### src/rtl/clock_pkg.sv
// Shared time types, limits and the out-of-range clamp used by the
// time and alarm load paths.
package clock_pkg;

  localparam int TIME_W = 6;
  localparam logic [TIME_W-1:0] MAX_HOUR    = 6'd23;
  localparam logic [TIME_W-1:0] MAX_MIN_SEC = 6'd59;

  typedef struct packed {
    logic [TIME_W-1:0] hour;
    logic [TIME_W-1:0] minute;
    logic [TIME_W-1:0] second;
  } hms_t;

  // Each field is clamped on its own; a bad field never disturbs the others.
  function automatic hms_t clamp_hms(input logic [TIME_W-1:0] h,
                                     input logic [TIME_W-1:0] m,
                                     input logic [TIME_W-1:0] s);
    hms_t v;
    v.hour   = (h > MAX_HOUR)    ? '0 : h;
    v.minute = (m > MAX_MIN_SEC) ? '0 : m;
    v.second = (s > MAX_MIN_SEC) ? '0 : s;
    return v;
  endfunction

endpackage

### src/rtl/ring_timer.sv
// Ring flag held for N second ticks after a trigger; stop clears it at once.
// Latency: flag rises the cycle after trigger. Stop has priority over trigger.
module ring_timer #(
  parameter int N = 30
) (
  input  logic clk,
  input  logic rst_n,
  input  logic trigger,
  input  logic stop,
  input  logic tick,
  output logic active
);

  localparam int CW = (N < 1) ? 1 : $clog2(N + 1);

  logic [CW-1:0] r_cnt;
  logic          r_active;

  // The trigger arrives on a tick, so it takes precedence over the decrement.
  always_ff @(posedge clk or negedge rst_n) begin
    if (!rst_n) begin
      r_cnt    <= '0;
      r_active <= 1'b0;
    end else if (stop) begin
      r_cnt    <= '0;
      r_active <= 1'b0;
    end else if (trigger) begin
      r_cnt    <= CW'(N);
      r_active <= 1'b1;
    end else if (tick && r_active) begin
      r_cnt <= r_cnt - 1'b1;
      if (r_cnt <= CW'(1)) begin
        r_active <= 1'b0;
      end
    end
  end

  assign active = r_active;

endmodule

### src/rtl/clock_alarm_core.sv
// 24-hour time counter with alarm register, alarm match and hourly chime.
// All outputs registered; ring flags rise together with the matching time.
module clock_alarm_core
  import clock_pkg::*;
#(
  parameter int ALARM_SECS = 30,
  parameter int CHIME_SECS = 5
) (
  input  logic              CLK_50,
  input  logic              reset_en,
  input  logic              sec_tick,
  input  logic              set_time_en,
  input  logic              set_alarm_en,
  input  logic              alarm_stop,
  input  logic [TIME_W-1:0] hour_trans,
  input  logic [TIME_W-1:0] minute_trans,
  input  logic [TIME_W-1:0] second_trans,
  output logic [TIME_W-1:0] clock_hour,
  output logic [TIME_W-1:0] clock_minute,
  output logic [TIME_W-1:0] clock_second,
  output logic [TIME_W-1:0] alarm_hour,
  output logic [TIME_W-1:0] alarm_minute,
  output logic [TIME_W-1:0] alarm_second,
  output logic              alarm_armed,
  output logic              alarm_active,
  output logic              chime_active
);

  hms_t r_time;
  hms_t r_alarm;
  logic r_armed;

  hms_t w_load;
  hms_t w_next;
  logic w_count;
  logic w_alarm_hit;
  logic w_chime_hit;

  assign w_load  = clamp_hms(hour_trans, minute_trans, second_trans);
  assign w_count = sec_tick && !set_time_en;

  always_comb begin
    w_next = r_time;
    if (r_time.second == MAX_MIN_SEC) begin
      w_next.second = '0;
      if (r_time.minute == MAX_MIN_SEC) begin
        w_next.minute = '0;
        w_next.hour   = (r_time.hour == MAX_HOUR) ? '0 : r_time.hour + TIME_W'(1);
      end else begin
        w_next.minute = r_time.minute + TIME_W'(1);
      end
    end else begin
      w_next.second = r_time.second + TIME_W'(1);
    end
  end

  // Match on the incremented value so the flags line up with the new time.
  assign w_alarm_hit = w_count && r_armed && (w_next == r_alarm);
  assign w_chime_hit = w_count && (w_next.minute == '0) && (w_next.second == '0);

  always_ff @(posedge CLK_50 or negedge reset_en) begin
    if (!reset_en) begin
      r_time <= '0;
    end else if (set_time_en) begin
      r_time <= w_load;
    end else if (sec_tick) begin
      r_time <= w_next;
    end
  end

  always_ff @(posedge CLK_50 or negedge reset_en) begin
    if (!reset_en) begin
      r_alarm <= '0;
      r_armed <= 1'b0;
    end else if (set_alarm_en) begin
      r_alarm <= w_load;
      r_armed <= 1'b1;
    end
  end

  ring_timer #(.N(ALARM_SECS)) u_alarm_ring (
    .clk     (CLK_50),
    .rst_n   (reset_en),
    .trigger (w_alarm_hit),
    .stop    (alarm_stop),
    .tick    (sec_tick),
    .active  (alarm_active)
  );

  ring_timer #(.N(CHIME_SECS)) u_chime_ring (
    .clk     (CLK_50),
    .rst_n   (reset_en),
    .trigger (w_chime_hit),
    .stop    (1'b0),
    .tick    (sec_tick),
    .active  (chime_active)
  );

  assign clock_hour   = r_time.hour;
  assign clock_minute = r_time.minute;
  assign clock_second = r_time.second;
  assign alarm_hour   = r_alarm.hour;
  assign alarm_minute = r_alarm.minute;
  assign alarm_second = r_alarm.second;
  assign alarm_armed  = r_armed;

endmodule

### config.mk
export PLATFORM = sky130hd
export DESIGN_NAME = clock_alarm_core
export DESIGN_NICKNAME = d
export VERILOG_FILES = /design/src/rtl/clock_pkg.sv /design/src/rtl/ring_timer.sv /design/src/rtl/clock_alarm_core.sv
export SDC_FILE = /design/constraint.sdc
export NUM_CORES = 1
export LEC_CHECK = 0
export BUFFER_PORTS_ARGS = -buffer_cell sky130_fd_sc_hd__buf_4
export CAP_MARGIN = 40
export CORE_UTILIZATION = 60
export DETAILED_ROUTE_END_ITERATION = 8
export MAX_ROUTING_LAYER = met4
export PLACE_DENSITY = 0.86
export SLEW_MARGIN = 20
export SYNTH_ARGS = -nofsm -noshare
export SYNTH_HDL_FRONTEND = slang
export SYNTH_SLANG_ARGS = --single-unit
### constraint.sdc
create_clock -name CLK_50 -period 4.4 [get_ports CLK_50]
set_clock_uncertainty 0.1 [all_clocks]
set_input_delay 0.66 -clock CLK_50 [delete_from_list [all_inputs] [get_ports CLK_50]]
set_output_delay 0.66 -clock CLK_50 [all_outputs]
set_load 0.05 [all_outputs]
# After elaboration in Yosys (flattened, before gate mapping)
# Index checks and enable logic that the tools add are counted.
op_classes:
  bitwise_logic: 0
  n_eq_ne: 4
  muxes: 22
  n_mul: 0
  div: 0
  add_sub_neg: 5
  n_lt_le_gt_ge: 5
  n_reduce_logical: 17
  n_shift: 0
op_table:
  columns: ["op", "n"]
  rows:
  - ["$mux 6", 7]
  - ["$mux 18", 2]
  - ["$add 6x1->6 const B", 3]
  - ["$eq 18x18->1", 1]
  - ["$mux 5", 3]
  - ["$eq 6x6->1 const B", 2]
  - ["$gt 6x6->1 const B", 2]
  - ["$logic_not 6->1", 2]
  - ["$mux 12", 1]
  - ["$logic_and 1x1->1", 7]
  - ["$mux 1", 7]
  - ["$eq 6x5->1 const B", 1]
  - ["$gt 6x5->1 const B", 1]
  - ["$mux 3", 2]
  - ["$reduce_bool 2->1", 3]
  - ["$reduce_bool 3->1", 2]
  - ["$le 5x1->1 const B", 1]
  - ["$sub 5x1->5 const B", 1]
  - ["$reduce_and 2->1", 2]
  - ["$le 3x1->1 const B", 1]
  - ["$sub 3x1->3 const B", 1]
  - ["$logic_not 1->1", 1]
word_totals:
  mem_bits_rw: 0
  elab_cells: 64
  ff_bits: 47
  latchBits: 0
  rom_bits: 0
  inputBits: 24
  mem_count: 0

# Logic depth before layout (Yosys ltp)
# Gate-level depths: netlist (run 1).
logic_depth:
  ltp_word: 9
  mapped_depth: 10

# Hierarchy
# Synthesis (run 1) repeated with hierarchy kept, for this count alone.
unflattened:
  hier_cells: 380
  area_unflattened_um2: 3270.6
modules_own_cells:
  columns: ["mod", "n_inst", "area_per_inst_um2", "cells_per_inst", "seq_area_each_um2"]
  rows:
  - ["clock_alarm_core", 1, 2693.8, 325, 925.9]
  - ["ring_timer at u_alarm_ring", 1, 330.3, 32, 150.1]
  - ["ring_timer at u_chime_ring", 1, 246.5, 23, 100.1]

# Worst setup path before layout (run 1)
# OpenSTA, ideal clock, no wires.
synth_timing:
  path_kind: "reg2reg"
  startpoint: "register r_time (netlist bit clock_minute[0])"
  endpoint: "register u_alarm_ring.r_cnt[0]"
  slack_ns: 1.373
  setup_time_ns: 0.120
  stages_incl_launch_ff: 11
  required_ns: 4.180
  arrival_time_ns: 2.807
  period_less_slack_ns: 3.027
  n_path_buf: 2
  path_cell_list: "dfrtp_1 > ha_1 > buf_2 > nand3_1 > nor4_4 > nor2_2 > a2111oi_2 > nand4_1 > or4_1 > buf_2 > and3b_1"
synth_via:
  elab_chain_len: 7
  elab_cells_between_ends: 10
synth_rtl:
  columns: ["item", "line_no", "text"]
  rows:
  - ["start, declared", "clock_alarm_core.sv:29", "hms_t r_time;"]
  - ["start signal, assigned", "clock_alarm_core.sv:65", "r_time <= w_load;"]
  - ["start signal, assigned", "clock_alarm_core.sv:67", "r_time <= w_next;"]
  - ["$add 6x1->6 / $eq 6x6->1 (equally long branches)", "clock_alarm_core.sv:50, clock_alarm_core.sv:46", null]
  - ["$mux 6", "clock_alarm_core.sv:46", "if (r_time.minute == MAX_MIN_SEC) begin"]
  - ["$mux 12 *", "clock_alarm_core.sv:44", "if (r_time.second == MAX_MIN_SEC) begin"]
  - ["$eq 18x18->1 *", "clock_alarm_core.sv:58", "assign w_alarm_hit = w_count && r_armed && (w_next == r_alarm);"]
  - ["$logic_and 1x1->1 *", "clock_alarm_core.sv:58", null]
  - ["$mux 5", "ring_timer.sv:27", "end else if (trigger) begin"]
  - ["$mux 5", "ring_timer.sv:24", "end else if (stop) begin"]
  - ["end signal, assigned", "ring_timer.sv:28", "r_cnt <= CW'(N);"]
  - ["end signal, assigned", "ring_timer.sv:31", "r_cnt <= r_cnt - 1'b1;"]
  - ["end, declared", "ring_timer.sv:16", "logic [CW-1:0] r_cnt;"]
# Every way passes the cells marked *; elsewhere a longest branch is shown, timed or not.
# A chain may end at the register's enable or synchronous reset.

# Final worst setup path (run 1)
# Same ends and word-level chain as after synthesis.

==> results_dict.tcl, run 1 <==
set metrics [dict create \
    post_cts_resized 0 \
    rsz0062_at_grt "false" \
    pwr-share-clk_pct 22.4 \
    clk_pin_slew_ns 0.09 \
    drtIter0Drc 241 \
    p_int_uw 697 \
    path_class "register to register" \
    first_pass_iters 5 \
    maxCapViolations 0 \
    critical_path.endpoint_type "register" \
    place_ws_ns 1.21 \
    groute.usage.overall_pct 32.5 \
    hpwl_um 6010 \
    mostFrequentLayoutCells "buf_4, nand3_1, dfrtp_1, o21ai_0, inv_1" \
    drive_gt1_share_pct 19.5 \
    post-route-min-period_ns 3.24 \
    power_density_nw_per_um2 303 \
    ys.flop_type "dfrtp_1" \
    fp.dieH_um 74.9 \
    syn2layout_area_growth_pct 17.0 \
    critPathBufInv 0 \
    hold_viol_final 0 \
    slowest_stage "or4_1" \
    comb_power_share_pct 32.1 \
    placementRows 26 \
    synth_seq_area_share_pct 36.9 \
    port_buffers 62 \
    num_antenna_cells 0 \
    grt_pass1_vias 2852 \
    grt_max_degree 48 \
    seq_power_share_pct 45.5 \
    die_x_um 74.9 \
    syn-cell-area_sq_um 3190 \
    instances_no_fill 491 \
    h-tree-depth 2 \
    cts.sinks 47 \
    cts_tree "yes" \
    clk_path_buf_depth 2 \
    postRouteAntennaNets 0 \
    setup_tns_ns 0 \
    layout_commonest_cell "buf_4" \
    syn_area_per_cell_sq_um 8.57 \
    yosysWarnings 0 \
    gp_congestion 0.948 \
    ios 63 \
    highest_layer "met4" \
    ctsRootBufferMaster "clkbuf_8" \
    post-route-period-util_pct 73.6 \
    post-cts-setup-buffers 0 \
    synth_edf_count 0 \
    hold_path_class "primary input to asynchronous set/reset pin" \
    cts_buffers 5 \
    finalInstanceArea_sq_um 3730 \
    ys_types 60 \
    wl_met3_um 496 \
    required_ns 4.49 \
    drc 0 \
    status "complete, no violations" \
    p_total_uw 1130 \
    wl_um 8180 \
    initial_core_util_pct 62.4 \
    final_max_slew_viol_count 0 \
    crit_arrival_ns 3.33 \
    antenna_found_initial 0 \
    wl_met1_um 3440 \
    synth_area_leader_cell "dfrtp_1" \
    syn-num-nets 404 \
    nets 452 \
    slew_headroom_pct 52.4 \
    setup_viol 0 \
    grt_remaining_overflow 0 \
    wl_met2_um 3960 \
    synth-async-reset-ratio_pct 100 \
    placed_cells 482 \
    grt_pass1_wl_um 13200 \
    crit_chain "ha_1, nand3_1, nor3_1, mux2i_1, xnor2_1, nand4_1, or4_1, and3b_1" \
    fmax_mhz 309 \
    ctsHoldBuffers 0 \
    crit_path_start_kind "register" \
    worstMarginPinSlew_ns 0.708 \
    switching_share_pct 38.4 \
    coreArea_sq_um 5110 \
    p_sw_uw 434 \
    via_per_inst 6.24 \
    timing.final.ws_setup_ns 1.16 \
    ir_drop_mv 0.244 \
    crit_family "simple AND/OR/NAND/NOR gates" \
    clkLatencyLatePin_ns 0.31 \
    ys_seq_elements 47 \
    wl_per_cell_um 16.7 \
    worstPathMaxFanout 9 \
    synth_top_area_share_pct 36.9 \
    ys_top_cells_by_area "dfrtp_1, nand3_1, o21ai_0, xnor2_1, inv_1" \
    slowest_delay_ns 0.67 \
    syn_inst 372 \
    placed_area_sq_um 3630 \
    power.leakage_uw 0.00164 \
    die_area_sq_um 5610 \
    vias 3066 \
]
==> layout make-up <==
type | instances | area [sq um]
repair buffers | 63 | 478
clock buffers | 7 | 76.3
flip-flops and latches | 47 | 1180
clock inverters | 1 | 5.00
fillers | 419 | 1380
inverters | 28 | 105
well taps | 70 | 87.6
multi-input cells | 275 | 1800
==> power groups by stage <==
stage	clock network, uW	logic, uW	registers (uW)
detailed placement	0	361	521
finish	253	363	515
global route	274	391	520
global placement	0	356	519
floorplan	0	162	604
CTS	255	362	513
==> layer usage <==
layer / up-vias / track usage, %
met1: 1459 / 41.3
met4: 0 / 11.9
met5: - / -
met2: 140 / 52.0
met3: 34 / 5.89
li1: 1433 / -
==> worst reg2reg max path, cell delays in order, from the launching register on <==
cell and delay [ns]:
dfrtp_1 0.55, ha_1 0.45, nand3_1 0.29, nor3_1 0.31
mux2i_1 0.25, xnor2_1 0.17, nand4_1 0.12, or4_1 0.67
and3b_1 0.23
==> path summary, 6_finish.rpt <==
kind                                 start                    end  slack, ns  cells after the start
max                        clock_minute[0]  u_alarm_ring.r_cnt[0]       1.16                      8
min reg2reg                    alarm_armed            alarm_armed       0.43                      1
max in group asynchronous         reset_en        clock_minute[5]       3.55                      1
min                               reset_en          alarm_hour[1]       0.25                      1
max reg2reg                clock_minute[0]  u_alarm_ring.r_cnt[0]       1.16                      8
min in group CLK_50            alarm_armed            alarm_armed       0.43                      1
==> metrics by stage <==
stage / util (%) / hold slack (ns)
floorplan: - / 0.264
global placement: 71.2 / 0.399
detailed placement: 71.2 / 0.412
CTS: 72.8 / 0.280
global route: 73.0 / 0.300
finish: 73.0 / 0.250
==> kinds of logic after synthesis <==
logic type,share of synthesized area (%)
buf+inv,6.63
mux,3.49
flops,36.9
simple gates,24.5
compound gates,17.4
fa+ha+maj,3.14
xor+xnor,7.97
==> flip-flops by register name, summed over array words and instances, names as in the netlist <==
signal,count
u_chime_ring.r_cnt,3
alarm_hour,6
clock_second,6
clock_minute,6
u_alarm_ring.active,1
alarm_armed,1
clock_hour,6
u_chime_ring.active,1
alarm_second,6
u_alarm_ring.r_cnt,5
alarm_minute,6
==> cell usage after synthesis, types with 2 or more instances <==
cell / instances
xor2_1: 10
nor4_1: 6
a21oi_1: 18
ha_1: 8
nand2b_1: 3
mux2i_1: 10
nor2_2: 2
a311oi_1: 2
inv_1: 28
nor3_1: 8
nand2_1: 25
nor2_1: 13
and4b_1: 3
and3b_1: 2
dfrtp_1: 47
nand4_1: 5
buf_6: 2
buf_2: 6
and3_1: 2
o211ai_1: 2
nand3_1: 47
clkbuf_1: 13
and2_1: 3
a211oi_1: 4
o31ai_1: 3
nor2b_1: 5
a31oi_1: 2
o21ai_0: 43
xnor2_1: 19
Note: power is estimated with default switching activity, not from simulation.
==> inputs of run 2 (changes only) <==
--- a/config.mk
+++ b/config.mk
@@ -7,10 +7,10 @@
 export LEC_CHECK = 0
 export BUFFER_PORTS_ARGS = -buffer_cell sky130_fd_sc_hd__buf_4
 export CAP_MARGIN = 40
-export CORE_UTILIZATION = 60
+export CORE_UTILIZATION = 50
 export DETAILED_ROUTE_END_ITERATION = 8
 export MAX_ROUTING_LAYER = met4
-export PLACE_DENSITY = 0.86
+export PLACE_DENSITY = 0.76
 export SLEW_MARGIN = 20
 export SYNTH_ARGS = -nofsm -noshare
 export SYNTH_HDL_FRONTEND = slang
==> constraint.sdc (replaced) <==
create_clock -name CLK_50 -period 2.7 [get_ports CLK_50]
set_clock_uncertainty 0.1 [all_clocks]
set_input_delay 0.405 -clock CLK_50 [delete_from_list [all_inputs] [get_ports CLK_50]]
set_output_delay 0.405 -clock CLK_50 [all_outputs]
set_load 0.05 [all_outputs]
==> run 2 against run 1 <==
Effect of this change:
- combinational power up 98%
- clock-buffer cell count unchanged
- critical path depth stayed put
- final area up 11%
- final cell count grew 7.5%
- via count rose by 3.1%
- global-route usage fell by 2.9 points
- setup slack worse by 1.2 ns
- sequential cell count unchanged
- clock power increased by 110%
- core utilization down 4.1 points
- worst hold slack worse by 0.26 ns
- the run now ends with negative hold slack left
==> results_dict.tcl, run 2 (synthesized netlist as in run 1, its figures left out) <==
set metrics [dict create \
    finalInstanceArea_sq_um 4150 \
    layout_commonest_cell "buf_4" \
    ir_drop_mv 0.369 \
    wl_per_cell_um 17.1 \
    setup_viol 0 \
    maxCapViolations 0 \
    required_ns 2.81 \
    antenna_found_initial 0 \
    cts_tree "yes" \
    clk_pin_slew_ns 0.09 \
    first_pass_iters 6 \
    seq_power_share_pct 40.1 \
    ios 63 \
    cts.sinks 47 \
    comb_power_share_pct 34.7 \
    crit_chain "nand3b_4, buf_4, nor4_2, a31oi_1, a2111oi_4, nand4_1, or4_4, and3b_1" \
    critPathBufInv 1 \
    slowest_delay_ns 0.54 \
    h-tree-depth 2 \
    drive_gt1_share_pct 31.3 \
    ctsRootBufferMaster "clkbuf_8" \
    coreArea_sq_um 6030 \
    worstMarginPinSlew_ns 0.640 \
    via_per_inst 5.99 \
    port_buffers 62 \
    power_density_nw_per_um2 499 \
    placementRows 28 \
    num_antenna_cells 0 \
    drtIter0Drc 385 \
    grt_pass1_vias 2951 \
    slowest_stage "or4_4" \
    initial_core_util_pct 52.9 \
    holdWs_ns -0.00732 \
    postRouteAntennaNets 0 \
    die_x_um 81.9 \
    status "finished, violations left" \
    p_sw_uw 769 \
    grt_remaining_overflow 0 \
    clk_path_buf_depth 2 \
    syn2layout_area_growth_pct 30.3 \
    crit_family "simple AND/OR/NAND/NOR gates" \
    nets 484 \
    worstPathMaxFanout 7 \
    p_total_uw 2070 \
    mostFrequentLayoutCells "buf_4, nand3_1, o21ai_0, dfrtp_1, inv_1" \
    clkLatencyLatePin_ns 0.31 \
    gp_congestion 0.956 \
    hpwl_um 6460 \
    fp.dieH_um 81.9 \
    power.leakage_uw 0.00184 \
    fmax_mhz 371 \
    vias 3161 \
    p_int_uw 1300 \
    pwr-share-clk_pct 25.3 \
    die_area_sq_um 6700 \
    critical_path.endpoint_type "register" \
    cts_buffers 5 \
    placed_area_sq_um 3930 \
    setup_tns_ns 0 \
    grt_max_degree 48 \
    wl_um 9030 \
    post-route-min-period_ns 2.69 \
    groute.usage.overall_pct 29.6 \
    crit_arrival_ns 2.80 \
    grt_pass1_wl_um 14500 \
    crit_path_start_kind "register" \
    slew_headroom_pct 57.3 \
    hold_path_class "primary input to asynchronous set/reset pin" \
    hold_viol_final 13 \
    drc 0 \
    final_max_slew_viol_count 0 \
    switching_share_pct 37.1 \
    violations "negative hold slack" \
    post-route-period-util_pct 99.8 \
    path_class "register to register" \
]
run 2: per-layer routing:
| layer | wire [um] | GRT usage (%) | vias up | part of all wire, % |
|---|---|---|---|---|
| li1 | - | - | 1489 | - |
| met1 | 3840 | 40.6 | 1480 | 43 |
| met2 | 4190 | 44.1 | 157 | 46 |
| met3 | 702 | 4.44 | 35 | 7.8 |
| met4 | 293 | 11.1 | 0 | 3.2 |
| met5 | 0 | - | - | 0 |
run 2: what timing repair did:
| action | in CTS | in global routing |
|---|---|---|
| setup endpoints to repair | 4 | 6 |
| pin swaps | 0 | 9 |
| setup buffers | 0 | 6 |
| resized for setup | 1 | 16 |
| hold buffers | 0 | 0 |
run 2: cell type report:
cell class,instances,area (sq um)
flip-flops and latches,47,1200
repair buffers,95,726
clock inverters,1,30.0
well taps,75,93.8
multi-input cells,275,1930
fillers,478,1870
clock buffers,7,76.3
inverters,28,105
run 2: metrics by stage:
step / cells / setup slack [ns] / utilization [%]
finish: 528 / 0.00564 / 68.9
global route: 528 / -0.0710 / 68.9
CTS: 522 / 0.00608 / 67.0
detailed placement: 514 / -0.0637 / 65.1
global placement: 514 / -0.0315 / 65.1
floorplan: 372 / -0.0629 / -
run 2: worst register-to-register path, delay by kind of cell, from the launching register on:
kind / cells / cell delay (ns)
AO/OA/AOI/OAI: 2 / 0.47
buffers and inverters: 1 / 0.17
AND/OR/NAND/NOR: 5 / 1.38
flip-flops: 1 / 0.47
run 2: worst paths after layout:
kind,startpoint,end,slack [ns],cells past startpoint
setup / recovery,clock_second[2],u_alarm_ring.r_cnt[0],0.006,8
hold / removal,reset_en,alarm_second[5],-0.007,1
setup reg to reg,clock_second[2],u_alarm_ring.r_cnt[0],0.006,8
hold reg to reg,u_chime_ring.r_cnt[2],u_chime_ring.r_cnt[2],0.43,2
max in group asynchronous,reset_en,clock_minute[1],2.07,1
min in group CLK_50,alarm_stop,u_alarm_ring.r_cnt[3],0.18,2
run 2: power groups by stage:
| stage | Clock, uW | Sequential, uW | Combinational (uW) |
|---|---|---|---|
| finish | 524 | 830 | 718 |
| global placement | 0 | 836 | 665 |
| CTS | 527 | 827 | 678 |
| detailed placement | 0 | 841 | 674 |
| floorplan | 0 | 993 | 277 |
| global route | 566 | 837 | 767 |
